$ cat src/rtl/led_pixel_fetch.sv
// HUB75 pixel fetch: turns the blitter scan position into per-chain RGB bit-plane data read from a double-buffered framebuffer.
// Optional LED_FETCH_TESTPAT_EN adds test_en, which replaces read data with a generated {x, y, chain} pattern.
module led_pixel_fetch #(
  parameter int C_LED_CHAINS       = 4,
  parameter int C_LED_CHAIN_LENGTH = 4,
  parameter int C_LED_NBANKS       = 16,
  parameter int C_LED_WIDTH        = 32,
  parameter int C_LED_CLKDIV       = 16,
  parameter int C_BPC              = 12,
  parameter int C_MEM_LATENCY      = 2,
  localparam int XW = $clog2(C_LED_WIDTH * C_LED_CHAIN_LENGTH),
  localparam int YW = $clog2(C_LED_NBANKS),
  localparam int BW = $clog2(C_BPC),
  localparam int CW = (C_LED_CHAINS > 1) ? $clog2(C_LED_CHAINS) : 1,
  localparam int AW = 1 + CW + YW + 1 + XW
) (
  input  logic                      sys_clk,
  input  logic                      sys_rst,
  input  logic [XW-1:0]             ctl_cur_x,
  input  logic [YW-1:0]             ctl_cur_y,
  input  logic [BW-1:0]             ctl_cur_bit,
  input  logic                      ctl_vsync,
  input  logic                      buf_sel,
  output logic                      buf_active,
  output logic                      mem_en,
  output logic [AW-1:0]             mem_addr_a,
  output logic [AW-1:0]             mem_addr_b,
  input  logic [3*C_BPC-1:0]        mem_rdata_a,
  input  logic [3*C_BPC-1:0]        mem_rdata_b,
`ifdef LED_FETCH_TESTPAT_EN
  input  logic                      test_en,
`endif
  output logic [6*C_LED_CHAINS-1:0] led_rgb,
  output logic                      fetch_busy,
  output logic                      overrun,
  input  logic                      overrun_clr
);

  localparam int DW = (C_MEM_LATENCY > 1) ? $clog2(C_MEM_LATENCY + 1) : 1;
  localparam logic [CW-1:0] LP_LAST_CHAIN = CW'(C_LED_CHAINS - 1);
  localparam logic [DW-1:0] LP_LAST_DRAIN = DW'(C_MEM_LATENCY - 1);

  if (C_MEM_LATENCY < 1) begin : g_lat_chk
    $error("led_pixel_fetch: C_MEM_LATENCY must be at least 1");
  end
  if (C_LED_CHAINS + C_MEM_LATENCY + 1 > C_LED_CLKDIV / 2) begin : g_timing_chk
    $error("led_pixel_fetch: fetch does not complete within half an LED clock period");
  end

  typedef enum logic [1:0] {S_IDLE, S_ISSUE, S_DRAIN, S_COMMIT} state_t;

  state_t                    r_state;
  logic [XW-1:0]             r_x;
  logic [YW-1:0]             r_y;
  logic [BW-1:0]             r_bit;
  logic                      r_force;
  logic                      r_fetch_buf;
  logic                      r_buf_active;
  logic                      r_vsync_d;
  logic [CW-1:0]             r_idx;
  logic [DW-1:0]             r_drain;
  logic [AW-1:0]             r_addr_a;
  logic [AW-1:0]             r_addr_b;
  logic [C_MEM_LATENCY-1:0]  r_pv;
  logic [CW-1:0]             r_pc [C_MEM_LATENCY];
  logic [6*C_LED_CHAINS-1:0] r_stage;
  logic [6*C_LED_CHAINS-1:0] r_led;
  logic                      r_busy;
  logic                      r_overrun;

  logic                      w_tuple_chg;
  logic                      w_vsync_rise;
  logic                      w_ovr_set;
  logic                      w_smp_vld;
  logic [CW-1:0]             w_smp_chain;
  logic [3*C_BPC-1:0]        w_pix_a;
  logic [3*C_BPC-1:0]        w_pix_b;
  logic [5:0]                w_six;

  function automatic logic bit_of(input logic [C_BPC-1:0] v, input logic [BW-1:0] b);
    return (32'(b) < C_BPC) ? v[b] : 1'b0;
  endfunction

  assign w_tuple_chg  = {ctl_cur_x, ctl_cur_y, ctl_cur_bit} != {r_x, r_y, r_bit};
  assign w_vsync_rise = ctl_vsync & ~r_vsync_d;
  assign w_ovr_set    = (r_state != S_IDLE) && w_tuple_chg;
  assign w_smp_vld    = r_pv[C_MEM_LATENCY-1];
  assign w_smp_chain  = r_pc[C_MEM_LATENCY-1];

`ifdef LED_FETCH_TESTPAT_EN
  assign w_pix_a = test_en ? {C_BPC'(r_x), C_BPC'(r_y), C_BPC'(w_smp_chain)} : mem_rdata_a;
  assign w_pix_b = test_en ? {C_BPC'(r_x), C_BPC'(r_y), C_BPC'(w_smp_chain)} : mem_rdata_b;
`else
  assign w_pix_a = mem_rdata_a;
  assign w_pix_b = mem_rdata_b;
`endif

  assign w_six = {bit_of(w_pix_a[3*C_BPC-1:2*C_BPC], r_bit),
                  bit_of(w_pix_a[2*C_BPC-1:C_BPC], r_bit),
                  bit_of(w_pix_a[C_BPC-1:0], r_bit),
                  bit_of(w_pix_b[3*C_BPC-1:2*C_BPC], r_bit),
                  bit_of(w_pix_b[2*C_BPC-1:C_BPC], r_bit),
                  bit_of(w_pix_b[C_BPC-1:0], r_bit)};

  always_ff @(posedge sys_clk or negedge sys_rst) begin
    if (!sys_rst) begin
      r_state      <= S_IDLE;
      r_x          <= '0;
      r_y          <= '0;
      r_bit        <= '0;
      r_force      <= 1'b1;
      r_fetch_buf  <= 1'b0;
      r_buf_active <= 1'b0;
      r_vsync_d    <= 1'b0;
      r_idx        <= '0;
      r_drain      <= '0;
      r_addr_a     <= '0;
      r_addr_b     <= '0;
      r_pv         <= '0;
      for (int i = 0; i < C_MEM_LATENCY; i++) r_pc[i] <= '0;
      r_stage      <= '0;
      r_led        <= '0;
      r_busy       <= 1'b0;
      r_overrun    <= 1'b0;
    end else begin
      r_vsync_d <= ctl_vsync;
      if (w_vsync_rise) r_buf_active <= buf_sel;

      r_overrun <= w_ovr_set | (r_overrun & ~overrun_clr);

      // Tag pipe mirrors the BRAM latency so each returning word knows its chain.
      for (int i = C_MEM_LATENCY - 1; i > 0; i--) begin
        r_pv[i] <= r_pv[i-1];
        r_pc[i] <= r_pc[i-1];
      end
      r_pv[0] <= 1'b0;

      for (int k = 0; k < C_LED_CHAINS; k++) begin
        if (w_smp_vld && (w_smp_chain == CW'(k))) r_stage[6*k +: 6] <= w_six;
      end

      if (r_state == S_IDLE) begin
        if (w_tuple_chg || r_force) begin
          r_x         <= ctl_cur_x;
          r_y         <= ctl_cur_y;
          r_bit       <= ctl_cur_bit;
          r_fetch_buf <= r_buf_active;
          r_force     <= 1'b0;
          r_idx       <= '0;
          r_busy      <= 1'b1;
          r_state     <= S_ISSUE;
        end
      end else if (w_tuple_chg) begin
        // Restart with the new position; anything still in flight belongs to the stale one.
        r_x         <= ctl_cur_x;
        r_y         <= ctl_cur_y;
        r_bit       <= ctl_cur_bit;
        r_fetch_buf <= r_buf_active;
        r_idx       <= '0;
        r_pv        <= '0;
        r_state     <= S_ISSUE;
      end else begin
        case (r_state)
          S_ISSUE: begin
            r_pv[0]  <= 1'b1;
            r_pc[0]  <= r_idx;
            r_addr_a <= {r_fetch_buf, r_idx, 1'b0, r_y, r_x};
            r_addr_b <= {r_fetch_buf, r_idx, 1'b1, r_y, r_x};
            if (r_idx == LP_LAST_CHAIN) begin
              r_drain <= '0;
              r_state <= S_DRAIN;
            end else begin
              r_idx <= r_idx + 1'b1;
            end
          end
          S_DRAIN: begin
            if (r_drain == LP_LAST_DRAIN) r_state <= S_COMMIT;
            else                          r_drain <= r_drain + 1'b1;
          end
          S_COMMIT: begin
            r_led   <= r_stage;
            r_busy  <= 1'b0;
            r_state <= S_IDLE;
          end
          default: r_state <= S_IDLE;
        endcase
      end
    end
  end

  assign buf_active = r_buf_active;
  assign mem_en     = r_pv[0];
  assign mem_addr_a = r_addr_a;
  assign mem_addr_b = r_addr_b;
  assign led_rgb    = r_led;
  assign fetch_busy = r_busy;
  assign overrun    = r_overrun;

endmodule
$ cat config.mk
export PLATFORM = sky130hd
export DESIGN_NAME = led_pixel_fetch
export DESIGN_NICKNAME = d
export VERILOG_FILES = /design/src/rtl/led_pixel_fetch.sv
export SDC_FILE = /design/constraint.sdc
export NUM_CORES = 1
export LEC_CHECK = 0
export CORE_UTILIZATION = 26
export CTS_BUF_LIST = sky130_fd_sc_hd__clkbuf_2
export CTS_CLUSTER_SIZE = 25
export DETAILED_ROUTE_END_ITERATION = 8
export GPL_TIMING_DRIVEN = 0
export PLACE_DENSITY = 0.48
export SLEW_MARGIN = 20
export SYNTH_ARGS = -nofsm -noshare
export SYNTH_HDL_FRONTEND = slang
export SYNTH_SLANG_ARGS = --single-unit
$ cat constraint.sdc
create_clock -name sys_clk -period 4.2 [get_ports sys_clk]
set_input_delay 0.42 -clock sys_clk [delete_from_list [all_inputs] [get_ports sys_clk]]
set_output_delay 0.42 -clock sys_clk [all_outputs]
set_load 0.02 [all_outputs]
After elaboration in Yosys (flattened, before gate mapping)
Cells that the tools add are included.
- bits in registers: 110
- input port bits: 92
- output and inout port bits: 58
- logic and storage cells: 122
- add/subtract/negate cells: 2
- order comparisons: 2
- equality and inequality tests: 16
- multiplexer cells: 52
- bitwise gates (word level): 7
- reductions and logical operators: 21
- operator list (cell ; number):
    2-to-1 mux 2 bit ; 13
    binary-select mux 1 bit (select 4 bit) ; 6
    2-to-1 mux 4 bit ; 6
    2-to-1 mux 1 bit ; 22
    2-to-1 mux 7 bit ; 3
    inequality test 15 bit ; 1
    AND reduction 3 bit ; 5
    equality test 2 bit (second input constant) ; 5
    inequality test 4 bit (second input constant) ; 2
    case mux 2 bit (2 select lines) ; 2
    nonzero test 2 bit ; 4
    equality test 2 x 1 -> 1 bit (second input constant) ; 3
    logical AND 1 bit ; 5
    less-than comparator 4 x 5 -> 1 bit (second input constant) ; 1
    AND reduction 5 bit ; 1
    adder 2 x 1 -> 2 bit (second input constant) ; 2
    zero test 2 bit ; 2
    less-than comparator 4 bit (second input constant) ; 1
    inequality test 2 x 1 -> 1 bit (second input constant) ; 2
    inequality test 2 bit (second input constant) ; 2
    NOT 1 bit ; 4
    AND reduction 2 bit ; 2
    inequality test 3 bit (second input constant) ; 1
    nonzero test 3 bit ; 1
    other kinds (3) ; 4

Longest topological paths before layout
- depth in word-level cells: 5
- mapped depth: 7
- depth with buffers taken out: 7

Least setup slack after synthesis
OpenSTA, ideal clock, no wires.
- path kind: register to register
- start: register r_bit[3]
- end: register r_led[10], in the netlist led_rgb[10]
- setup time: 125 ps
- data arrival time: 1861 ps
- required time: 4075 ps
- setup slack: 2214 ps
- cell stages (with the launch flop): 8
- path buffers: 2
- period minus slack after synthesis: 1986 ps
- path through: dfrtp_1 -> buf_6 -> xnor2_1 -> nand4_1 -> nor4_4 -> nand4b_4 -> buf_6 -> mux2_4
- word-level cells in the longest chain between the ends: 3
- ends and longest elaborated chain (element ; line ; source):
    from (decl) ; 55 ; logic [BW-1:0] r_bit;
    from (signal assigned) ; 146 ; r_bit <= ctl_cur_bit;
    from (signal assigned) ; 157 ; r_bit <= ctl_cur_bit;
    inequality test 15 bit ; 84 ; assign w_tuple_chg = {ctl_cur_x, ctl_cur_y, ctl_cur_bit} != {r_x, r_y, r_bit};
    NOT 1 bit (no line) ; n/a ;
    AND reduction 3 bit (no line) ; n/a ;
    to (signal assigned) ; 181 ; r_led <= r_stage;
    to (decl) ; 67 ; logic [6*C_LED_CHAINS-1:0] r_led;
Every way passes these cells.
A chain may end at the register's enable or synchronous reset.

Worst setup path after layout
- start: register r_bit[2]
- end: register r_addr_b[6], in the netlist mem_addr_b[6]
- word-level cells in the longest chain between the ends: 3
- ends and longest elaborated chain (element ; line ; source):
    inequality test 15 bit ; 84 ;
    NOT 1 bit (no line) ; n/a ;
    AND reduction 3 bit (no line) ; n/a ;
    to (signal assigned) ; 168 ; r_addr_b <= {r_fetch_buf, r_idx, 1'b1, r_y, r_x};
    to (decl) ; 63 ; logic [AW-1:0] r_addr_b;
Every way passes these cells.

==> load_flow_metrics.sql <==
INSERT INTO impl_metrics (metric_group, metric, value, unit) VALUES
('worst_setup_path', 'data_arrival_time_of_the_critical_path', '2.81', 'ns'),
('logic_synthesis', 'ys_dominant_reg_cell', 'sky130_fd_sc_hd__dfrtp_1', ''),
('floorplan', 'chip_width', '135', 'µm'),
('worst_setup_path', 'critPathBufInv', '2', ''),
('place', 'port_buffers', '148', ''),
('finish', 'final.fill_count', '1644', ''),
('floorplan', 'core_area', '0.0172', 'mm²'),
('cts', 'clock_tree.htree_level_count', '3', ''),
('worst_setup_path', 'critPathTopFamily', 'simple AND/OR/NAND/NOR gates', ''),
('cts', 'clkTransAtPathRegs', '0.29', 'ns'),
('place', 'worst_slack_placed', '1.39', 'ns'),
('timing', 'grt_setup_unrepaired', 'false', ''),
('routing', 'wl', '11.2', 'mm'),
('timing', 'final.setup_skew', '0.0354', 'ns'),
('routing', 'drtAntennaViolNets', '0', ''),
('worst_setup_path', 'setup.worst_path.end_class', 'register', ''),
('finish', 'finalInstanceArea', '0.00650', 'mm²'),
('logic_synthesis', 'synth_area_leaders', 'sky130_fd_sc_hd__dfrtp_1 51%, sky130_fd_sc_hd__mux2_4 9.5%, sky130_fd_sc_hd__mux2_2 5.9%', ''),
('routing', 'drc_errors', '0', ''),
('cts', 'ctsHoldBuffers', '1', ''),
('place', 'postPlaceCellArea', '0.00637', 'mm²'),
('routing', 'drt-pass1-iter-count', '4', ''),
('cts', 'cts-resized-gates', '0', ''),
('logic_synthesis', 'synth_area', '0.00458', 'mm²'),
('floorplan', 'top_level_ports', '150', ''),
('logic_synthesis', 'yosysSeqAreaShare', '51.4', '%'),
('cts', 'tritoncts', 'built', ''),
('pwr', 'vdd_ir_drop_max', '0.000102', 'V'),
('timing', 'maxSlewViolCount', '0', ''),
('cts', 'max-clock-path-buffers', '2', ''),
('floorplan', 'fp.dieArea', '0.0182', 'mm²'),
('grt', 'maximum_number_of_pins_on_one_net_before_global_route_repair', '71', ''),
('worst_setup_path', 'worst-endpoint-required', '4.64', 'ns'),
('cts', 'cts.sink_count', '94', ''),
('grt', 'global_route.usage.total', '12.9', '%'),
('logic_synthesis', 'syn-num-nets', '465', ''),
('grt', 'initial_antenna_violation_count', '0', ''),
('cts', 'cts-buffers-inserted', '9', ''),
('logic_synthesis', 'synth-seq-cells', '94', ''),
('logic_synthesis', 'synth_edf_count', '0', ''),
('timing', 'timing.setup.tns', '0', 'ns'),
('grt', 'vias_in_the_first_global_route', '3350', ''),
('logic_synthesis', 'synth_largest_type_area_fraction', '50.8', '%'),
('finish', 'multiInputGateArea', '0.00193', 'mm²'),
('logic_synthesis', 'yosys_warnings', '0', ''),
('place', 'gp_routability_congestion', '0.779', ''),
('finish', 'final_net_count', '626', ''),
('finish', 'post_route_cells_drive_above_1_share', '21.0', '%'),
('floorplan', 'placement_rows', '48', ''),
('logic_synthesis', 'synthArstFlopShare', '100', '%'),
('cts', 'worstSkewPairLatency', '0.55', 'ns'),
('grt', 'grt_overflow', '0', ''),
('outcome', 'run_status', 'finished, final reports clean', ''),
('timing', 'final.min_clock_period', '2.37', 'ns'),
('cts', 'cts_setup_buffers', '0', ''),
('timing', 'final_critical_path_setup_slack', '1.83', 'ns'),
('routing', 'via_total_after_detailed_routing', '3211', ''),
('logic_synthesis', 'post_synth_num_cell_types', '38', ''),
('flow_run', 'max-cap-violations', '0', ''),
('routing', 'routed_wire_length_per_instance', '14.8', 'µm'),
('pwr', 'power.leakage', '2.89', 'nW'),
('min_path', 'hold_class', 'input pin to async pin', ''),
('logic_synthesis', 'synth_largest_area_cell', 'sky130_fd_sc_hd__dfrtp_1', ''),
('routing', 'drt-vias-per-instance', '4.24', ''),
('floorplan', 'fp.dieH', '135', 'µm'),
('worst_setup_path', 'setup_crit_start_kind', 'register', ''),
('timing', 'final-setup-viol-count', '0', ''),
('timing', 'worst_pin_slew', '0.626', 'ns'),
('pwr', 'power-per-cell-area', '241', 'mW/mm²'),
('floorplan', 'start_util', '26.6', '%'),
('worst_setup_path', 'criticalPathCategory', 'register to register', '');
## logic make-up after synthesis
logic type	after synthesis	synth area share (%)
fa+ha+maj	6	1.64
simple gates	89	10.5
compound gates	41	5.19
xor+xnor	15	2.87
mux	67	21.7
buf+inv	54	6.58
other cells	1	0.0818
flops	94	51.4
## routing by layer
metal	up-vias	wire, µm	track usage (%)
met3	10	399	3.00
li1	1563	-	-
met2	79	5700	22.6
met1	1559	4970	15.8
met4	0	122	3.31
met5	-	0	0
## synthesized netlist by cell type (2+ instances only)
master and count:
sky130_fd_sc_hd__nand4b_4 2, sky130_fd_sc_hd__mux2_4 29, sky130_fd_sc_hd__nand3_1 4, sky130_fd_sc_hd__buf_4 17, sky130_fd_sc_hd__inv_1 6, sky130_fd_sc_hd__nor2b_1 12, sky130_fd_sc_hd__xor2_1 3, sky130_fd_sc_hd__buf_2 4
sky130_fd_sc_hd__nand2b_1 5, sky130_fd_sc_hd__o21ai_0 18, sky130_fd_sc_hd__o22ai_1 7, sky130_fd_sc_hd__dfrtp_1 93, sky130_fd_sc_hd__clkbuf_1 23, sky130_fd_sc_hd__nor2_1 24, sky130_fd_sc_hd__a21oi_1 9, sky130_fd_sc_hd__o211ai_1 2
sky130_fd_sc_hd__mux4_2 12, sky130_fd_sc_hd__nand3b_1 2, sky130_fd_sc_hd__xnor2_1 12, sky130_fd_sc_hd__nor3b_1 2, sky130_fd_sc_hd__mux2i_1 2, sky130_fd_sc_hd__mux2_2 24, sky130_fd_sc_hd__nand4_1 3, sky130_fd_sc_hd__nor3_1 7
sky130_fd_sc_hd__or3_1 3, sky130_fd_sc_hd__ha_1 6, sky130_fd_sc_hd__nand2_1 22, sky130_fd_sc_hd__buf_6 4
## power breakdown
part           switching, mW  internal [mW]
Sequential           0.00654          0.919
Combinational         0.0839          0.134
Clock                  0.331         0.0937
Total                  0.421           1.15
## per-stage QoR
step | std cells | total power, mW | hold slack (ns) | util [%]
final | 758 | 1.57 | 0.257 | 37.7
after global routing | 758 | 1.65 | 0.147 | 37.7
after CTS | 758 | 1.60 | 0.183 | 37.7
after detailed placement | 741 | 1.16 | 0.290 | 37.0
after global placement | 740 | 1.16 | 0.451 | 36.8
after floorplan | 367 | 1.02 | 0.124 | -
## area by class of cell
type / count / area share [%]
Sequential cell: 94 / 36.2
Multi-Input combinational cell: 219 / 29.7
Timing Repair Buffer: 150 / 23.4
Tap cell: 225 / 4.33
Buffer: 48 / 4.30
Clock inverter: 7 / 1.04
Clock buffer: 9 / 0.693
Inverter: 6 / 0.347
## registers in the layout, indices dropped and copies added, names as in the netlist
name and cells:
overrun 1, r_pv 2, r_x 7, buf_active 1, r_bit 4, r_fetch_buf 1
w_smp_chain 2, mem_addr_b 15, r_drain 2, r_force 1, fetch_busy 1, r_stage 24
r_state 2, r_idx 2, r_vsync_d 1, led_rgb 24, r_y 4
## path summary, 6_finish.rpt
path / start / to / slack (ns) / cells past startpoint
max in group asynchronous: sys_rst / r_fetch_buf$_DFFE_PN0P_ / 3.31 / 3
worst max-delay path: r_bit[2]$_DFFE_PN0P_ / mem_addr_b[6]$_DFFE_PN0P_ / 1.83 / 7
worst min register to register: mem_addr_b[12]$_DFFE_PN0P_ / w_smp_chain[0]$_DFF_PN0_ / 0.50 / 0
worst max register to register: r_bit[2]$_DFFE_PN0P_ / mem_addr_b[6]$_DFFE_PN0P_ / 1.83 / 7
min in group sys_clk: ctl_vsync / r_vsync_d$_DFF_PN0_ / 0.34 / 1
worst min-delay path: sys_rst / led_rgb[15]$_DFFE_PN0P_ / 0.26 / 2
Power figures use the tool's default switching activity.
